`src/rtl/lfsr_test_pkg.sv`:
```
// lfsr_test_pkg: shared FSM states, LFSR defaults and the address-seeded pattern function
package lfsr_test_pkg;
  localparam int LFSR_W = 512;
  localparam logic [LFSR_W-1:0] POLY_DEFAULT = {1'b1, 499'd0, 12'h425};
  localparam logic [LFSR_W-1:0] SEED_DEFAULT = {16{32'hA5A5_5A5A}};
  localparam logic [1:0] ST_IDLE  = 2'd0;
  localparam logic [1:0] ST_RUN   = 2'd1;
  localparam logic [1:0] ST_DRAIN = 2'd2;
  localparam logic [1:0] ST_DONE  = 2'd3;
  // Output bit i is the feedback bit produced by step i, so every pattern bit depends on the taps.
  function automatic logic [LFSR_W-1:0] lfsr_pattern(input logic [LFSR_W-1:0] poly, seed, addr);
    logic [LFSR_W-1:0] s;
    logic [LFSR_W-1:0] out;
    s = seed ^ addr;
    out = '0;
    for (int i = 0; i < LFSR_W; i++) begin
      out[i] = ^(s & poly);
      s = {out[i], s[LFSR_W-1:1]};
    end
    return out;
  endfunction
endpackage

```
`src/rtl/lfsr_pattern_gen.sv`:
```
// lfsr_pattern_gen: combinational expected word for an address, shared by generator and checker
module lfsr_pattern_gen
  import lfsr_test_pkg::*;
#(
  parameter int DATA_WIDTH = 512,
  parameter int ADDR_WIDTH = 33,
  parameter logic [LFSR_W-1:0] POLY = POLY_DEFAULT,
  parameter logic [LFSR_W-1:0] SEED = SEED_DEFAULT
) (
  input  logic [ADDR_WIDTH-1:0] addr,
  output logic [DATA_WIDTH-1:0] pattern
);
  logic [LFSR_W-1:0] full;
  assign full = lfsr_pattern(POLY, SEED, LFSR_W'(addr));
  assign pattern = full[DATA_WIDTH-1:0];
endmodule

```
`config.mk`:
```
export PLATFORM = sky130hd
export DESIGN_NAME = lfsr_pattern_gen
export DESIGN_NICKNAME = d
export VERILOG_FILES = /design/src/rtl/lfsr_test_pkg.sv /design/src/rtl/lfsr_pattern_gen.sv
export SDC_FILE = /design/constraint.sdc
export NUM_CORES = 1
export LEC_CHECK = 0
export CELL_PAD_IN_SITES_DETAIL_PLACEMENT = 1
export CELL_PAD_IN_SITES_GLOBAL_PLACEMENT = 2
export CORE_AREA = 2 2 213 215
export DETAILED_ROUTE_END_ITERATION = 16
export DIE_AREA = 0 0 215 217
export PLACE_DENSITY_LB_ADDON = 0.1
export SYNTH_ARGS = -nofsm -noshare
export SYNTH_HDL_FRONTEND = slang
export SYNTH_SLANG_ARGS = --single-unit
```
`constraint.sdc`:
```
create_clock -name vclk -period 14.7
set_input_delay 1.47 -clock vclk [all_inputs]
set_output_delay 1.47 -clock vclk [all_outputs]
set_load 0.01 [all_outputs]
```
# Word level (Yosys, flattened, before mapping)
# Cells that the tools add are included.
# W data, S select, Z words.
# totals
output_inout_bits,512
romBits,0
latch_bits,0
ram_bits,0
reg_bits,0
input_bits,33
memories,0
wordCells,513
# classes
bitwise,1
n_shift,0
mul,0
n_lt_le_gt_ge,0
n_mux,0
n_reduce_logical,512
n_eq_ne,0
div_mod_pow,0
add_sub_neg,0
# op_table
op,count
$reduce_xor A512 Y1,512
$not A16 Y256,1

# Logic depth before layout (Yosys ltp)
# depth
depth_word,513
ltp_mapped,9

# Worst setup path after synthesis
# No wires, ideal clock.
# synth_timing
kind,in2out
startpoint,input addr[5]
endpoint,output pattern[31]
cell_stages,8
required_ns,13.230
path_slack_ns,2.898
arrival_time_ns,10.332
n_path_buf,0
cell_sequence,xnor2_2 xnor2_2 xnor3_2 xnor3_2 xnor3_2 xnor2_4 inv_2 xnor2_1
# synth_between
elab_chain_cells,32
# synth_rtl
element,line,text
"start, declared",lfsr_pattern_gen.sv:10,"input logic [ADDR_WIDTH-1:0] addr,"
$reduce_xor A512 Y1,lfsr_test_pkg.sv:17,out[i] = ^(s & poly);
net pattern[0],lfsr_pattern_gen.sv:11,output logic [DATA_WIDTH-1:0] pattern
$reduce_xor A512 Y1 (31 in a row),lfsr_test_pkg.sv:17,
"end, declared",lfsr_pattern_gen.sv:11,
# The timed path passes the listed nets, and every way through them passes these cells.

# Worst setup path after layout
# layout_timing
startpoint,input addr[10]
endpoint,output pattern[363]
# layout_between
elab_chain_cells,364
# layout_rtl
element,line
$reduce_xor A512 Y1 (10 in a row),lfsr_test_pkg.sv:17
$reduce_xor A512 Y1 (*) (354 in a row),lfsr_test_pkg.sv:17
# Mark *: on every way between the ends. The rest lies on a longest branch, timed or not.

==> metrics.md <==
| Metric | Value |
|---|---|
| Status | finished, final reports clean |
| Count of port buffers added during placement | 545 |
| RSZ-0062 raised after global routing | no |
| Setup Fix Bufs, Post-CTS | 0 |
| Number of library cell types mapped by synthesis | 13 |
| Vert. Die Dim | approximately 220 um |
| Initial cell density of the core | 11.5% |
| Max-slew violation total from the final report | 0 |
| Total half-perimeter wirelength after legalization and detailed placement | about 17000 um |
| Warnings from Yosys | 0 |
| Netlist area before placement | 0.00513 mm^2 |
| Die Outline Area | 0.0467 mm^2 |
| Total overflow reported by the global router | 0 |
| Critical path peak fanout | 155 |
| Sequential cells | 0 |
| Top library cells by usage in the layout, fill and taps aside | sky130_fd_sc_hd__clkdlybuf4s50_1 (545), sky130_fd_sc_hd__xnor2_1 (98), sky130_fd_sc_hd__xor2_1 (30) |
| Arrival time worst endpoint | 7.09 ns |
| Die outline width | approximately 220 um |
| Maximum clock frequency | approximately 0.12 GHz |
| Detailed Route WL | 20200 um |
| Count of clock buffers in the final design | 0 |
| Number of global-route vias before repair | 3284 |
| Post-synthesis to final-layout area growth | 52.7% |
| Mapped Nets | 659 |
| First-pass detailed-route iteration total | 4 |
| Buffering stage count on the worst path with inverters included | 4 |
| Transition time of the tightest slew-check pin | between 1 and 1.5 ns |
| Post-detailed-route DRC marker count | 0 |
| Crit path launch type | input pin |
| Worst path max stage delay | 1.05 ns |
| Global-route wire length before repair | 26700 um |
| Layout Nets | 737 |
| Flip-flop and latch area | 0 um^2 |
| Hold Buf Count CTS | 0 |
| DRC violation total after the first TritonRoute iteration | 56 |
| Total vias in the final route | 3305 |
| Normalized max-slew margin | 14.7% |
| Critical-path top delay cell | sky130_fd_sc_hd__buf_4 |
| Cell-by-cell listing of the critical path | clkdlybuf4s50_1 -> xnor2_2 -> xnor2_2 -> xnor3_2 -> xnor3_2 -> xnor3_2 -> xnor2_4 -> buf_4 -> buf_4 -> clkdlybuf4s50_1 |
| Standard cell core area | roughly 0.045 mm^2 |
| Max-cap violations | 0 |
| Period minus WS final | 8.56 ns |
| Final period utilization | 58.2% |
| Most common cell type on the critical path | sky130_fd_sc_hd__xnor3_2 |
| Most common library cell in the layout ignoring fill and taps | sky130_fd_sc_hd__clkdlybuf4s50_1 |
| IO Count | 545 |
| Data required, critical path | 13.23 ns |
| Post-synthesis instance total | 626 |
| Cell family contributing the most delay on the critical path | buffers and inverters |
| Mapped Avg Cell Area | 8.19 um^2 |
| WS Path Type | in2out |
| Antenna Nets Post-Route | 0 |
| Crit end category | output port |
| Initial antenna violation count | 0 |
| Cell row count | slightly below 80 |
| Final setup viols | 0 |
| Wire length per cell | 15.5 um |
| Antenna Diode Count | 0 |
| Proportion of layout cells with a drive suffix above 1 | 2.71% |
| Post-synthesis sequential area ratio | 0% |
| Global placement routability congestion | 0.701 |
| Sum of negative setup slack | 0 ns |
| Mean number of vias per cell | 2.54 |
| Worst min path class | in2out |
| Pin count of the biggest net entering global routing | 156 |
| Global-route usage over all layers | 7.56% |
| Post-cts resize count | 0 |
| Total count of hold-check failures in the final report | 0 |
-- cell type report --
| class | count | area, um^2 |
|---|---|---|
| fill | 5226 | 36900 |
| inverter | 4 | 20.0 |
| multi-input combinational | 150 | 1590 |
| tap | 600 | 751 |
| timing repair buffer | 548 | 5480 |
-- stage by stage --
stage	utilization [%]	instances	instance area (um^2)	hold slack (ns)	worst slack [ns]
after floorplan	-	626	5130	3.14	2.90
after global placement	17.5	1302	7840	4.16	6.16
after detailed placement	17.5	1302	7840	4.17	6.01
after CTS	17.5	1302	7840	4.17	5.97
after global routing	17.5	1302	7840	4.20	5.69
final	17.5	1302	7840	4.15	6.14
-- cells in the mapped netlist --
cell type	number	area [um^2]
sky130_fd_sc_hd__xnor2_4	2	55.1
sky130_fd_sc_hd__xor3_1	1	23.8
sky130_fd_sc_hd__xnor3_2	3	71.3
sky130_fd_sc_hd__xnor2_2	6	97.6
sky130_fd_sc_hd__xor2_1	30	263
sky130_fd_sc_hd__xor3_2	2	50.1
sky130_fd_sc_hd__buf_4	468	3510
sky130_fd_sc_hd__xnor2_1	98	858
sky130_fd_sc_hd__inv_2	1	3.75
sky130_fd_sc_hd__inv_1	3	11.3
sky130_fd_sc_hd__xnor3_1	6	135
sky130_fd_sc_hd__xor2_2	2	32.5
sky130_fd_sc_hd__clkbuf_1	4	15.0
-- cells by family after synthesis --
| family | synth area share (%) |
|---|---|
| xor gates and xnor gates | 30.9 |
| buffers and inverters | 69.1 |
-- metal layers --
| layer | global-route usage, % | share of wire, % | vias to the layer above |
|---|---|---|---|
| li1 | - | - | 1568 |
| met1 | 7.17 | 33 | 1503 |
| met2 | 16.6 | 58 | 232 |
| met3 | 2.05 | 9.1 | 2 |
| met4 | 0.138 | 0.20 | 0 |
| met5 | 0 | 0 | - |
-- final timing paths --
check,from,endpoint,depth (start not counted)
setup / recovery,addr[10],pattern[363],10
hold / removal,addr[31],pattern[30],4
Power is left out: the tool's default activity adds up to more than one toggle a clock period on the data nets, which glitch-free logic cannot reach.
==> patch (same flow settings) <==
The parameter `ADDR_WIDTH` goes from 33 to 66.
--- a/src/rtl/lfsr_pattern_gen.sv
+++ b/src/rtl/lfsr_pattern_gen.sv
@@ -3,7 +3,7 @@
   import lfsr_test_pkg::*;
 #(
   parameter int DATA_WIDTH = 512,
-  parameter int ADDR_WIDTH = 33,
+  parameter int ADDR_WIDTH = 66,
   parameter logic [LFSR_W-1:0] POLY = POLY_DEFAULT,
   parameter logic [LFSR_W-1:0] SEED = SEED_DEFAULT
 ) (
Ports: changed (resized addr); port bits go from 545 to 578. No check against the original RTL was run, so the function may have changed too.
==> patch against the unedited design <==
Global-route usage grew 2.1 points; worst hold slack gained 0.11 ns; final cell count grew 14%; sequential share of layout area is the same; area after synthesis grew 24%; routed wire length grew 25%; cell area grew 23%; utilization grew 4.0 points; worst setup slack lost 0.46 ns; die area is the same; highest routed layer is now met5.
Power is not shown: default switching activity piles up to over one toggle a cycle in this logic, so the estimate is an artifact.
==> patch: results (changes against the unedited design) <==
* Seq Cell Count at 0 (unchanged)
* Worst setup SP type: primary input (unchanged)
* First-pass detailed-route iteration total at 3 (was 4)
* Total wire length at 25,300 µm (was 20,200 µm)
* Arr. time, crit path at 7.56 ns (was 7.09 ns)
* Synth Area in Adders at 0 (unchanged)
* Mux cell area share after synthesis at 0 (unchanged)
* # port buffers at 578 (was 545)
* CLK BUF at 0 (unchanged)
* Initial DRC Count at 87 (was 56)
* First-pass GRT wire length at 34,000 µm (was 26,700 µm)
* Slowest CP cell: inv_4 (was buf_4)
* Synth Area in Compound Gates at 0 (unchanged)
* Xor/xnor share of the synthesized area at 0.474 (was 0.309)
* Seq/Total Area, Yosys at 0 (unchanged)
* Syn_nets at 805 (was 659)
* CP peak stage delay at 0.87 ns (was 1.05 ns)
* Synth Warn # at 0 (unchanged)
* Hpwl dp at 22,200 µm (was 17,300 µm)
* Largest net degree at the start of global routing at 132 (was 156)
* Post-CTS sizing at 0 (unchanged)
* Worst slew margin at 0.262 (was 0.147)
* Worst hold path type: primary input to output port (unchanged)
* Area post-placement at 9620 µm² (was 7840 µm²)
* Number of fill cells at 5,243 (was 5,226)
* Tot GR Track Use at 0.0963 (was 0.0756)
* Hold Path Stages at 4 (unchanged)
* Ratio of cells with drive above 1 in the final layout at 0.0181 (was 0.0271)
* CP max FO at 131 (was 155)
* Post-CTS Setup Inserts at 0 (unchanged)
* Top cells by count, synth: 436 x buf_4, 197 x xnor2_1, 57 x xor2_1 (was 468 x buf_4, 98 x xnor2_1, 30 x xor2_1)
* Fin nets at 950 (was 737)
* Global placement routability congestion at 0.747 (was 0.701)
* Vias in the first global route at 4,372 (was 3,284)
* Pre-CTS WS at 5.43 ns (was 6.01 ns)
* Count of cell types in the netlist at 15 (was 13)
* Vias at 4,348 (was 3,305)
* Cell total after placement at 1,482 (was 1,302)
* Layout Area Growth over Synthesis at 51.7% (was 52.7%)
* Via density at 2.93 (was 2.54)
* Largest cells by area after synthesis: buf_4 52%, xnor2_1 27%, xor2_1 7.9% (was buf_4 68%, xnor2_1 17%, xor2_1 5.1%)
* Status: complete, no violations (unchanged)
* Post-Synthesis Cells at 739 (was 626)
* Initial antenna violation count at 6 (was 0)
==> patch: final cells by class <==
cell class / instances / share of cell area
timing repair buffer: 581 / 0.603
multi-input combinational: 288 / 0.312
tap: 600 / 0.0780
inverter: 13 / 0.00585
antenna: 1 / 0.000260
==> patch: metal layers <==
layer	global-route usage	vias up	wire length, µm
met5	0	-	60
li1	-	2083	-
met1	0.101	2003	8920
met4	0.00345	10	112
met2	0.192	238	13700
met3	0.0345	14	2520
==> patch: worst max-delay path: cells and delay by family <==
family | cells | cell delay (ns)
buffers and inverters | 4 | 2.92
XOR/XNOR | 7 | 3.07
==> patch: path summary, 6_finish.rpt <==
path	startpoint	endpoint	slack (ns)
worst min-delay path	addr[60]	pattern[63]	4.26
worst max-delay path	addr[39]	pattern[220]	5.67
==> patch: cell families (layout without fill, tap and decap cells) <==
group | after synthesis | count (layout)
buf+inv | 451 | 594
xor+xnor | 288 | 288
other cells | 0 | 1
